## config.mk

```make
export PLATFORM = sky130hd
export DESIGN_NAME = gpio_irq_ctrl_flat
export DESIGN_NICKNAME = d
export VERILOG_FILES = /design/src/rtl/gpio_irq_pkg.sv /design/src/rtl/gpio_irq_ctrl_if.sv /design/src/rtl/gpio_sync_edge.sv /design/src/rtl/gpio_irq_ctrl.sv /design/src/flat_wrapper.sv
export SDC_FILE = /design/constraint.sdc
export NUM_CORES = 1
export LEC_CHECK = 0
export BUFFER_PORTS_ARGS = -buffer_cell sky130_fd_sc_hd__buf_2
export CORE_ASPECT_RATIO = 0.8
export CORE_MARGIN = 1
export CORE_UTILIZATION = 57
export CTS_CLUSTER_DIAMETER = 100
export DETAILED_ROUTE_END_ITERATION = 8
export PLACE_DENSITY = 0.76
export SLEW_MARGIN = 40
export SYNTH_ARGS = -nofsm -noshare
export SYNTH_HDL_FRONTEND = slang
export SYNTH_SLANG_ARGS = --single-unit
```

## constraint.sdc

```tcl
create_clock -name PCLK -period 3.05 [get_ports PCLK]
set_input_delay 0.305 -clock PCLK [delete_from_list [all_inputs] [get_ports PCLK]]
set_output_delay 0.305 -clock PCLK [all_outputs]
set_load 0.005 [all_outputs]
```

## src/rtl/gpio_irq_pkg.sv

```systemverilog
// gpio_irq_pkg: register map, type/polarity encodings and byte-lane write merge
package gpio_irq_pkg;
  localparam int unsigned IDX_EN   = 0;
  localparam int unsigned IDX_TYPE = 1;
  localparam int unsigned IDX_POL  = 2;
  localparam int unsigned IDX_PEND = 3;
  localparam int unsigned IDX_RAW  = 4;
  localparam logic TYPE_LEVEL = 1'b0;
  localparam logic TYPE_EDGE  = 1'b1;
  localparam logic POL_LOW    = 1'b0;
  localparam logic POL_HIGH   = 1'b1;
  function automatic logic [31:0] strb_merge(input logic [31:0] old, input logic [31:0] wdata,
                                             input logic [3:0] strb);
    logic [31:0] r;
    for (int k = 0; k < 4; k++) r[8*k +: 8] = strb[k] ? wdata[8*k +: 8] : old[8*k +: 8];
    return r;
  endfunction
endpackage

```

## src/rtl/gpio_irq_ctrl_if.sv

```systemverilog
// gpio_irq_ctrl_if: APB bus bundle between the bus master and the GPIO interrupt slave
interface gpio_irq_ctrl_if #(parameter int ADDR_W = 3);
  logic              PSEL;
  logic              PENABLE;
  logic              PWRITE;
  logic [ADDR_W-1:0] PADDR;
  logic [31:0]       PWDATA;
  logic [3:0]        PSTRB;
  logic [31:0]       PRDATA;
  logic              PREADY;
  logic              PSLVERR;
  modport master(output PSEL, PENABLE, PWRITE, PADDR, PWDATA, PSTRB,
                 input PRDATA, PREADY, PSLVERR);
  modport slave(input PSEL, PENABLE, PWRITE, PADDR, PWDATA, PSTRB,
                output PRDATA, PREADY, PSLVERR);
endinterface

```

## src/rtl/gpio_sync_edge.sv

```systemverilog
// gpio_sync_edge: per-pin synchronizer chain with previous-sample flop and rise/fall detect
module gpio_sync_edge #(
  parameter int W      = 32,
  parameter int STAGES = 2
) (
  input  logic         clk,
  input  logic         rst_n,
  input  logic [W-1:0] d,
  output logic [W-1:0] s,
  output logic [W-1:0] rise,
  output logic [W-1:0] fall
);
  logic [STAGES-1:0][W-1:0] sync_q, sync_d;
  logic [W-1:0] prev_q, prev_d;
  always_comb begin
    sync_d = {sync_q[STAGES-2:0], d};
    prev_d = sync_q[STAGES-1];
    s      = sync_q[STAGES-1];
    rise   = s & ~prev_q;
    fall   = ~s & prev_q;
  end
  always_ff @(posedge clk or negedge rst_n)
    if (!rst_n) begin
      sync_q <= '0;
      prev_q <= '0;
    end else begin
      sync_q <= sync_d;
      prev_q <= prev_d;
    end
endmodule

```

## src/rtl/gpio_irq_ctrl.sv

```systemverilog
// gpio_irq_ctrl: APB slave turning enabled per-pin level/edge GPIO events into one interrupt
module gpio_irq_ctrl
  import gpio_irq_pkg::*;
#(
  parameter int N_PINS      = 32,
  parameter int ADDR_W      = 3,
  parameter int SYNC_STAGES = 2
) (
  input  logic              PCLK,
  input  logic              PRESETn,
  gpio_irq_ctrl_if.slave    bus,
  input  logic [N_PINS-1:0] gpio_in,
  output logic              irq
);
  localparam int SETTLE = SYNC_STAGES + 1;
  localparam int CNT_W  = $clog2(SETTLE + 1);
  logic [N_PINS-1:0] s, rise, fall, evt, live, view, edge_m, clr;
  logic [N_PINS-1:0] en_q, en_d, type_q, type_d, pol_q, pol_d, pend_q, pend_d;
  logic [CNT_W-1:0]  cnt_q, cnt_d;
  logic              irq_q, irq_d, acc, err, wr, settled;
  logic [ADDR_W-1:0] paddr;
  logic [31:0]       idx, rdata;
  gpio_sync_edge #(.W(N_PINS), .STAGES(SYNC_STAGES)) u_sync (
    .clk(PCLK), .rst_n(PRESETn), .d(gpio_in), .s(s), .rise(rise), .fall(fall)
  );
  always_comb begin
    evt    = '0;
    live   = '0;
    view   = '0;
    edge_m = '0;
    for (int i = 0; i < N_PINS; i++) begin
      evt[i]    = (pol_q[i] == POL_LOW) ? fall[i] : rise[i];
      live[i]   = (s[i] ? (pol_q[i] == POL_HIGH) : (pol_q[i] == POL_LOW)) & en_q[i];
      edge_m[i] = type_q[i] == TYPE_EDGE;
      view[i]   = (type_q[i] == TYPE_LEVEL) ? live[i] : pend_q[i];
    end
    paddr   = bus.PADDR;
    idx     = 32'(paddr);
    acc     = bus.PSEL & bus.PENABLE;
    err     = (idx > IDX_RAW) || (bus.PWRITE && idx == IDX_RAW);
    wr      = acc & bus.PWRITE & ~err;
    clr     = (wr && idx == IDX_PEND) ? N_PINS'(strb_merge('0, bus.PWDATA, bus.PSTRB)) : '0;
    en_d    = (wr && idx == IDX_EN) ? N_PINS'(strb_merge(32'(en_q), bus.PWDATA, bus.PSTRB)) : en_q;
    type_d  = (wr && idx == IDX_TYPE) ? N_PINS'(strb_merge(32'(type_q), bus.PWDATA, bus.PSTRB)) : type_q;
    pol_d   = (wr && idx == IDX_POL) ? N_PINS'(strb_merge(32'(pol_q), bus.PWDATA, bus.PSTRB)) : pol_q;
    // edges are ignored until the synchronizer and prev flop hold real pad history
    settled = cnt_q == CNT_W'(SETTLE);
    cnt_d   = settled ? cnt_q : cnt_q + 1'b1;
    pend_d  = (pend_q & ~clr) | (settled ? evt & en_q & edge_m : '0);
    irq_d   = |(view & en_q);
    rdata   = (idx == IDX_EN)   ? 32'(en_q)   :
              (idx == IDX_TYPE) ? 32'(type_q) :
              (idx == IDX_POL)  ? 32'(pol_q)  :
              (idx == IDX_PEND) ? 32'(view)   :
              (idx == IDX_RAW)  ? 32'(s)      : '0;
  end
  assign bus.PRDATA  = (bus.PSEL && !bus.PWRITE) ? rdata : '0;
  assign bus.PSLVERR = acc & err;
  assign bus.PREADY  = 1'b1;
  assign irq         = irq_q;
  always_ff @(posedge PCLK or negedge PRESETn)
    if (!PRESETn) begin
      en_q   <= '0;
      type_q <= '0;
      pol_q  <= '0;
      pend_q <= '0;
      cnt_q  <= '0;
      irq_q  <= 1'b0;
    end else begin
      en_q   <= en_d;
      type_q <= type_d;
      pol_q  <= pol_d;
      pend_q <= pend_d;
      cnt_q  <= cnt_d;
      irq_q  <= irq_d;
    end
endmodule

```

## src/flat_wrapper.sv

```systemverilog
// flat-port wrapper written by rule: the top's interface ports become plain ports
module gpio_irq_ctrl_flat import gpio_irq_pkg::*;
#(
  parameter int N_PINS      = 32,
  parameter int ADDR_W      = 3,
  parameter int SYNC_STAGES = 2
)
  (PCLK, PRESETn, gpio_in, irq, bus_PSEL, bus_PENABLE, bus_PWRITE, bus_PADDR, bus_PWDATA, bus_PSTRB, bus_PRDATA, bus_PREADY, bus_PSLVERR);
  gpio_irq_ctrl_if #(.ADDR_W(ADDR_W)) bus_i ();
  input  logic PCLK;
  input  logic PRESETn;
  input  logic [N_PINS-1:0] gpio_in;
  output logic irq;
  input wire logic [$bits(bus_i.PSEL)-1:0] bus_PSEL;
  input wire logic [$bits(bus_i.PENABLE)-1:0] bus_PENABLE;
  input wire logic [$bits(bus_i.PWRITE)-1:0] bus_PWRITE;
  input wire logic [$bits(bus_i.PADDR)-1:0] bus_PADDR;
  input wire logic [$bits(bus_i.PWDATA)-1:0] bus_PWDATA;
  input wire logic [$bits(bus_i.PSTRB)-1:0] bus_PSTRB;
  output wire logic [$bits(bus_i.PRDATA)-1:0] bus_PRDATA;
  output wire logic [$bits(bus_i.PREADY)-1:0] bus_PREADY;
  output wire logic [$bits(bus_i.PSLVERR)-1:0] bus_PSLVERR;
  assign bus_i.PSEL = bus_PSEL;
  assign bus_i.PENABLE = bus_PENABLE;
  assign bus_i.PWRITE = bus_PWRITE;
  assign bus_i.PADDR = bus_PADDR;
  assign bus_i.PWDATA = bus_PWDATA;
  assign bus_i.PSTRB = bus_PSTRB;
  assign bus_PRDATA = bus_i.PRDATA;
  assign bus_PREADY = bus_i.PREADY;
  assign bus_PSLVERR = bus_i.PSLVERR;
  gpio_irq_ctrl #(.N_PINS(N_PINS), .ADDR_W(ADDR_W), .SYNC_STAGES(SYNC_STAGES)) u_core (.PCLK(PCLK), .PRESETn(PRESETn), .bus(bus_i), .gpio_in(gpio_in), .irq(irq));
endmodule
```

After elaboration in Yosys (flattened, before gate mapping)
Cells that the tools add are included. W data, S select, Z words.

Eq/ne operators: 5. Mux-type cells: 108. Bitwise gates (word level): 79. Reduce and logical (&&, ||, !) cells: 22. Add/subtract/negate cells: 1. Magnitude comparators: 1.

Operator list (number): $mux W32 (8); $and A32 B32 Y32 (6); $mux W1 (96); $not A32 Y32 (3); $and A1 B1 Y1 (36); $not A1 Y1 (33); $mux W8 (4); $or A32 B32 Y32 (1); $reduce_or A32 Y1 (1); $reduce_and A2 Y1 (12); $eq A3 B2 Y1 const B (2); $logic_and A1 B1 Y1 (6); $eq A3 B1 Y1 const B (1); $eq A3 B3 Y1 const B (1); $gt A3 B3 Y1 const B (1); $logic_not A3 Y1 (1); $add A2 B1 Y2 const B (1); $eq A2 B2 Y1 const B (1); $logic_not A1 Y1 (1); $logic_or A1 B1 Y1 (1).

Bits in registers: 227. Output and inout bits: 35. Input bits: 76. Logic and storage cells: 234.

Longest topological paths before layout
Depth in word-level cells: 10. Gate-level depth with buffers: 8.

Cells and area by module
Synthesis repeated with hierarchy kept, for this count alone.

Cell total of the unflattened synthesis: 974. Area total of the unflattened synthesis: 10984.3 sq um.

By module, submodules not included: gpio_irq_ctrl (instances 1, cells an instance 814, area each 8021.4 sq um); gpio_sync_edge (instances 1, cells an instance 160, area each 2962.8 sq um).

Worst setup path before layout
Ideal clock, no wire load.

Path kind: in2out. From: in bus_PADDR[1]. To: out bus_PRDATA[4]. Slack: 1239 ps. Stages on the path: 6. Required time: 2745 ps. Arrival time: 1506 ps. Cells stage by stage: buf_2 buf_4 nor3_2 buf_2 a21oi_1 a21oi_1.

Longest elaborated chain between the ends: 7. Elaborated cells on any way between the ends: 11. Those cells by class: eq/ne: 4; mux: 6; reduce/logical: 1.

Ends and longest elaborated chain: from (decl) (RTL line flat_wrapper.sv:17) `input wire logic [$bits(bus_i.PADDR)-1:0] bus_PADDR;`; $eq A3 B3 Y1 (RTL line gpio_irq_ctrl.sv:55) `(idx == IDX_RAW) ? 32'(s) : '0;`; $mux W32 (RTL line gpio_irq_ctrl.sv:55); $mux W32 (RTL line gpio_irq_ctrl.sv:54) `(idx == IDX_PEND) ? 32'(view) :`; $mux W32 (RTL line gpio_irq_ctrl.sv:53) `(idx == IDX_POL) ? 32'(pol_q) :`; $mux W32 (RTL line gpio_irq_ctrl.sv:52) `(idx == IDX_TYPE) ? 32'(type_q) :`; $mux W32 * (RTL line gpio_irq_ctrl.sv:51) `rdata = (idx == IDX_EN) ? 32'(en_q) :`; $mux W32 * (RTL line gpio_irq_ctrl.sv:57) `assign bus.PRDATA = (bus.PSEL && !bus.PWRITE) ? rdata : '0;`; to (decl) (RTL line flat_wrapper.sv:20) `output wire logic [$bits(bus_i.PRDATA)-1:0] bus_PRDATA;`.

Every way passes the cells marked *; elsewhere a longest branch is shown, timed or not.

Worst setup path after layout
From: in bus_PADDR[0]. To: out bus_PRDATA[17].

Same word-level chain as after synthesis.

==> impl_metrics.xml <==
<?xml version="1.0" encoding="UTF-8"?>
<metrics>
  <group name="route">
    <metric name="drt-vias-per-instance" unit="">6.18</metric>
    <metric name="post_drt_wl_per_cell" unit="µm">20.2</metric>
    <metric name="post-route-drc-count" unit="">0</metric>
    <metric name="ant_nets" unit="">0</metric>
    <metric name="drt_pass1_iterations" unit="">5</metric>
    <metric name="num_vias" unit="">8485</metric>
    <metric name="first_iter_violations" unit="">647</metric>
    <metric name="routed_wl" unit="µm">27800</metric>
  </group>
  <group name="sta">
    <metric name="grt_setup_unrepaired" unit="">no</metric>
    <metric name="fin_crit" unit="ns">2.44</metric>
    <metric name="setup_viol_count_final" unit="">0</metric>
    <metric name="final_hold_viol_count" unit="">0</metric>
    <metric name="timing.slew.headroom" unit="">0.454</metric>
    <metric name="totalNegativeSetupSlack" unit="ns">0</metric>
    <metric name="maxClockFrequency" unit="GHz">0.410</metric>
    <metric name="report.final.slew_viol_count" unit="">0</metric>
    <metric name="timing.final.crit_share" unit="">0.799</metric>
    <metric name="timing_worst_slew_pin_value" unit="ns">0.819</metric>
    <metric name="fin_skew" unit="ns">0.00753</metric>
  </group>
  <group name="hold_path">
    <metric name="min-delay-path-class" unit="">in -&gt; reg</metric>
  </group>
  <group name="power_and_ir_drop">
    <metric name="clockPowerShare" unit="">0.382</metric>
    <metric name="power.share.switching" unit="">0.264</metric>
    <metric name="power.share.sequential" unit="">0.485</metric>
    <metric name="p_sw" unit="µW">2000</metric>
    <metric name="p_int" unit="µW">5580</metric>
    <metric name="powerDensity" unit="nW/µm²">608</metric>
    <metric name="peakVddDrop" unit="mV">0.479</metric>
    <metric name="pwr-share-comb" unit="">0.133</metric>
    <metric name="static-leakage-power" unit="µW">0.00545</metric>
  </group>
  <group name="grt">
    <metric name="number_of_antenna_violations_at_the_first_check_in_global_routing" unit="">0</metric>
    <metric name="overflow" unit="">0</metric>
    <metric name="grt_most_used_layer" unit="">met2</metric>
    <metric name="first_global_vias" unit="">8107</metric>
    <metric name="use_met1" unit="">0.412</metric>
    <metric name="grt_pass1_wl" unit="µm">43600</metric>
    <metric name="met3_usage" unit="">0.0501</metric>
    <metric name="maximum_number_of_pins_on_one_net_before_global_route_repair" unit="">87</metric>
    <metric name="global_route_met2_usage" unit="">0.477</metric>
    <metric name="overall_global_routing_resource_usage" unit="">0.301</metric>
  </group>
  <group name="worst_setup_path">
    <metric name="cpMaxStageDelayCell" unit="">nor3_4</metric>
    <metric name="biggest_fanout_along_the_worst_timing_path" unit="">12</metric>
    <metric name="critical_path.startpoint_type" unit="">input pin</metric>
    <metric name="critical_path.endpoint_type" unit="">primary output</metric>
    <metric name="critPathRequiredTime" unit="ns">2.74</metric>
    <metric name="max_stage_delay" unit="ns">0.55</metric>
    <metric name="crit_type" unit="">in -&gt; out</metric>
    <metric name="cp.arrival" unit="ns">2.13</metric>
    <metric name="timing.critical_path.cells" unit="">buf_2 -&gt; inv_1 -&gt; nor3_4 -&gt; buf_4 -&gt; a21oi_1 -&gt; a21oi_1 -&gt; buf_2</metric>
  </group>
  <group name="layout">
    <metric name="final_common_cell" unit="">dfrtp_1</metric>
    <metric name="area_delta_synth_final" unit="%">18.8</metric>
    <metric name="antenna_cells_inserted" unit="">0</metric>
    <metric name="finalNonFillerCells" unit="">1373</metric>
    <metric name="mostFrequentLayoutCells" unit="">227 x dfrtp_1, 113 x nand2_1, 108 x buf_2</metric>
    <metric name="proportion_of_layout_cells_with_a_drive_suffix_above_1" unit="">0.236</metric>
    <metric name="num-nets-final" unit="">1209</metric>
  </group>
  <group name="floorplan">
    <metric name="number_of_ports_placed_on_the_die_boundary" unit="">111</metric>
    <metric name="coreArea" unit="µm²">17600</metric>
    <metric name="placement_rows" unit="">43</metric>
    <metric name="die_area" unit="µm²">18900</metric>
    <metric name="die_height" unit="µm">123</metric>
    <metric name="die_width" unit="µm">154</metric>
    <metric name="floorplan.initialDensity" unit="">0.594</metric>
  </group>
  <group name="logic_synthesis">
    <metric name="synthesis.area" unit="µm²">10500</metric>
    <metric name="async_reset_ff_frac" unit="">1.00</metric>
    <metric name="syn-instance-count" unit="">982</metric>
    <metric name="yosys.area.top_type_share" unit="">0.542</metric>
    <metric name="synth.net_count" unit="">1059</metric>
    <metric name="yosysWarnings" unit="">0</metric>
    <metric name="synth.ff_latch_count" unit="">227</metric>
    <metric name="post_synth_main_area_contributors" unit="">dfrtp_1 54%, mux2_2 10%, a21oi_1 4.3%</metric>
    <metric name="synth_seq_area_share" unit="">0.542</metric>
    <metric name="yosysUniqueCellTypes" unit="">47</metric>
    <metric name="synthDominantAreaCellType" unit="">dfrtp_1</metric>
    <metric name="avgSynthCellArea" unit="µm²">10.7</metric>
    <metric name="number_of_enable_type_register_cells_in_the_synthesized_netlist" unit="">0</metric>
    <metric name="ys.flop_type" unit="">dfrtp_1</metric>
  </group>
  <group name="placed_design">
    <metric name="half_perimeter_wire_length_of_the_detailed_placement_result" unit="µm">18600</metric>
    <metric name="numPortBuffers" unit="">109</metric>
    <metric name="place.gp.congestion" unit="">0.935</metric>
    <metric name="dp_cells" unit="">1300</metric>
  </group>
  <group name="cts">
    <metric name="cts-resized-gates" unit="">0</metric>
    <metric name="worst_setup_hold_path_clk_slew" unit="ns">0.06</metric>
    <metric name="clock_path_buffers" unit="">3</metric>
    <metric name="post-cts-setup-buffers" unit="">0</metric>
    <metric name="clock_tree.root_cell" unit="">clkbuf_16</metric>
    <metric name="clock_insertion_delay_worst_skew" unit="ns">0.51</metric>
    <metric name="tritoncts" unit="">done</metric>
    <metric name="ctsHtreeMaxLevel" unit="">1</metric>
    <metric name="hold_buffers" unit="">33</metric>
    <metric name="cts_num_sinks" unit="">227</metric>
    <metric name="cts_buffers" unit="">22</metric>
  </group>
  <group name="job">
    <metric name="max-cap-violations" unit="">0</metric>
  </group>
  <group name="run_status">
    <metric name="status" unit="">finished, final reports clean</metric>
  </group>
</metrics>
[layer usage]
| layer | part of all wire | vias to the layer above |
|---|---|---|
| met1 | 0.43 | 4171 |
| met4 | 0.039 | 0 |
| met3 | 0.082 | 84 |
| met2 | 0.45 | 406 |
| li1 | - | 3824 |
| met5 | 0 | - |
[sequential cells by signal (all words and copies together), names as in the netlist]
register / count
u_core.pol_q: 32
u_core.irq: 1
u_core.edge_m: 32
u_core.u_sync.sync_d: 32
u_core.cnt_q: 2
u_core.u_sync.s: 32
u_core.u_sync.prev_q: 32
u_core.pend_q: 32
u_core.en_q: 32
[path summary, 6_finish.rpt]
check	depth (start not counted)	endpoint	slack, ns	start
setup / recovery	7	bus_PRDATA[17]	0.61	bus_PADDR[0]
hold / removal	2	u_core.pol_q[26]	0.06	bus_PWDATA[26]
setup reg to reg	5	u_core.irq	1.24	u_core.edge_m[24]
hold reg to reg	0	u_core.u_sync.s[8]	0.35	u_core.u_sync.sync_d[40]
max in group asynchronous	3	u_core.pol_q[18]	1.87	PRESETn
min in group asynchronous	2	u_core.u_sync.sync_d[33]	0.38	PRESETn
[per-stage QoR]
stage | instance area (µm²) | power (µW) | setup slack (ns) | hold WS (ns) | util
2_1_floorplan | 10500 | 4260 | 1.24 | 0.00941 | -
3_3_place_gp | 11300 | 4630 | 0.701 | 0.331 | 0.643
3_5_place_dp | 11400 | 4670 | 0.659 | 0.335 | 0.643
4_1_cts | 12500 | 7600 | 0.643 | 0.0479 | 0.706
5_1_grt | 12500 | 7860 | 0.522 | 0.0686 | 0.706
6_report | 12500 | 7580 | 0.613 | 0.0595 | 0.706
[critical path: cells and delay by family]
| kind | cells | cell delay, ns |
|---|---|---|
| simple gates | 1 | 0.55 |
| compound gates | 2 | 0.31 |
| buf+inv | 4 | 0.96 |
[power by group through the flow]
stage	Combinational [µW]	Clock, µW	Sequential, µW
finish	1010	2900	3670
global placement	937	0	3690
detailed placement	962	0	3710
CTS	1000	2940	3660
global route	1110	3040	3710
floorplan	653	0	3610
[cells by family after synthesis]
family / count (synthesis) / share of synthesized area
AND/OR/NAND/NOR: 350 / 0.159
adder cells (fa/ha/maj): 1 / 0.00119
AO/OA/AOI/OAI: 201 / 0.120
XOR/XNOR: 33 / 0.0276
flip-flops: 227 / 0.542
multiplexers: 125 / 0.131
buffers and inverters: 44 / 0.0184
other: 1 / 0.000358
[final cells by class]
class                   instances  area [µm²]
flip-flops and latches        227        5680
inverters                       9        33.8
repair buffers                161        1070
clock inverters                 7         110
clock buffers                  33         663
multi-input cells             711        4620
well taps                     225         282
fillers                      1332        5190
[Yosys cell counts (3+ instances only)]
cell type	instances
nor2_1	86
xnor2_1	28
mux2_1	4
mux2i_1	28
nand3b_1	23
a21oi_1	91
buf_2	13
and3_1	10
inv_1	8
nand2_2	8
mux2_2	93
and2_1	5
a31oi_1	13
nand4_1	10
nor2b_1	12
nand3_1	64
dfrtp_1	227
nor3_1	6
nand2_1	113
a22oi_1	10
buf_4	3
clkbuf_1	18
xor2_1	5
o22ai_1	4
a221oi_1	6
o2bb2ai_1	35
o21ai_0	28
Note: power is estimated with default switching activity, not from simulation.
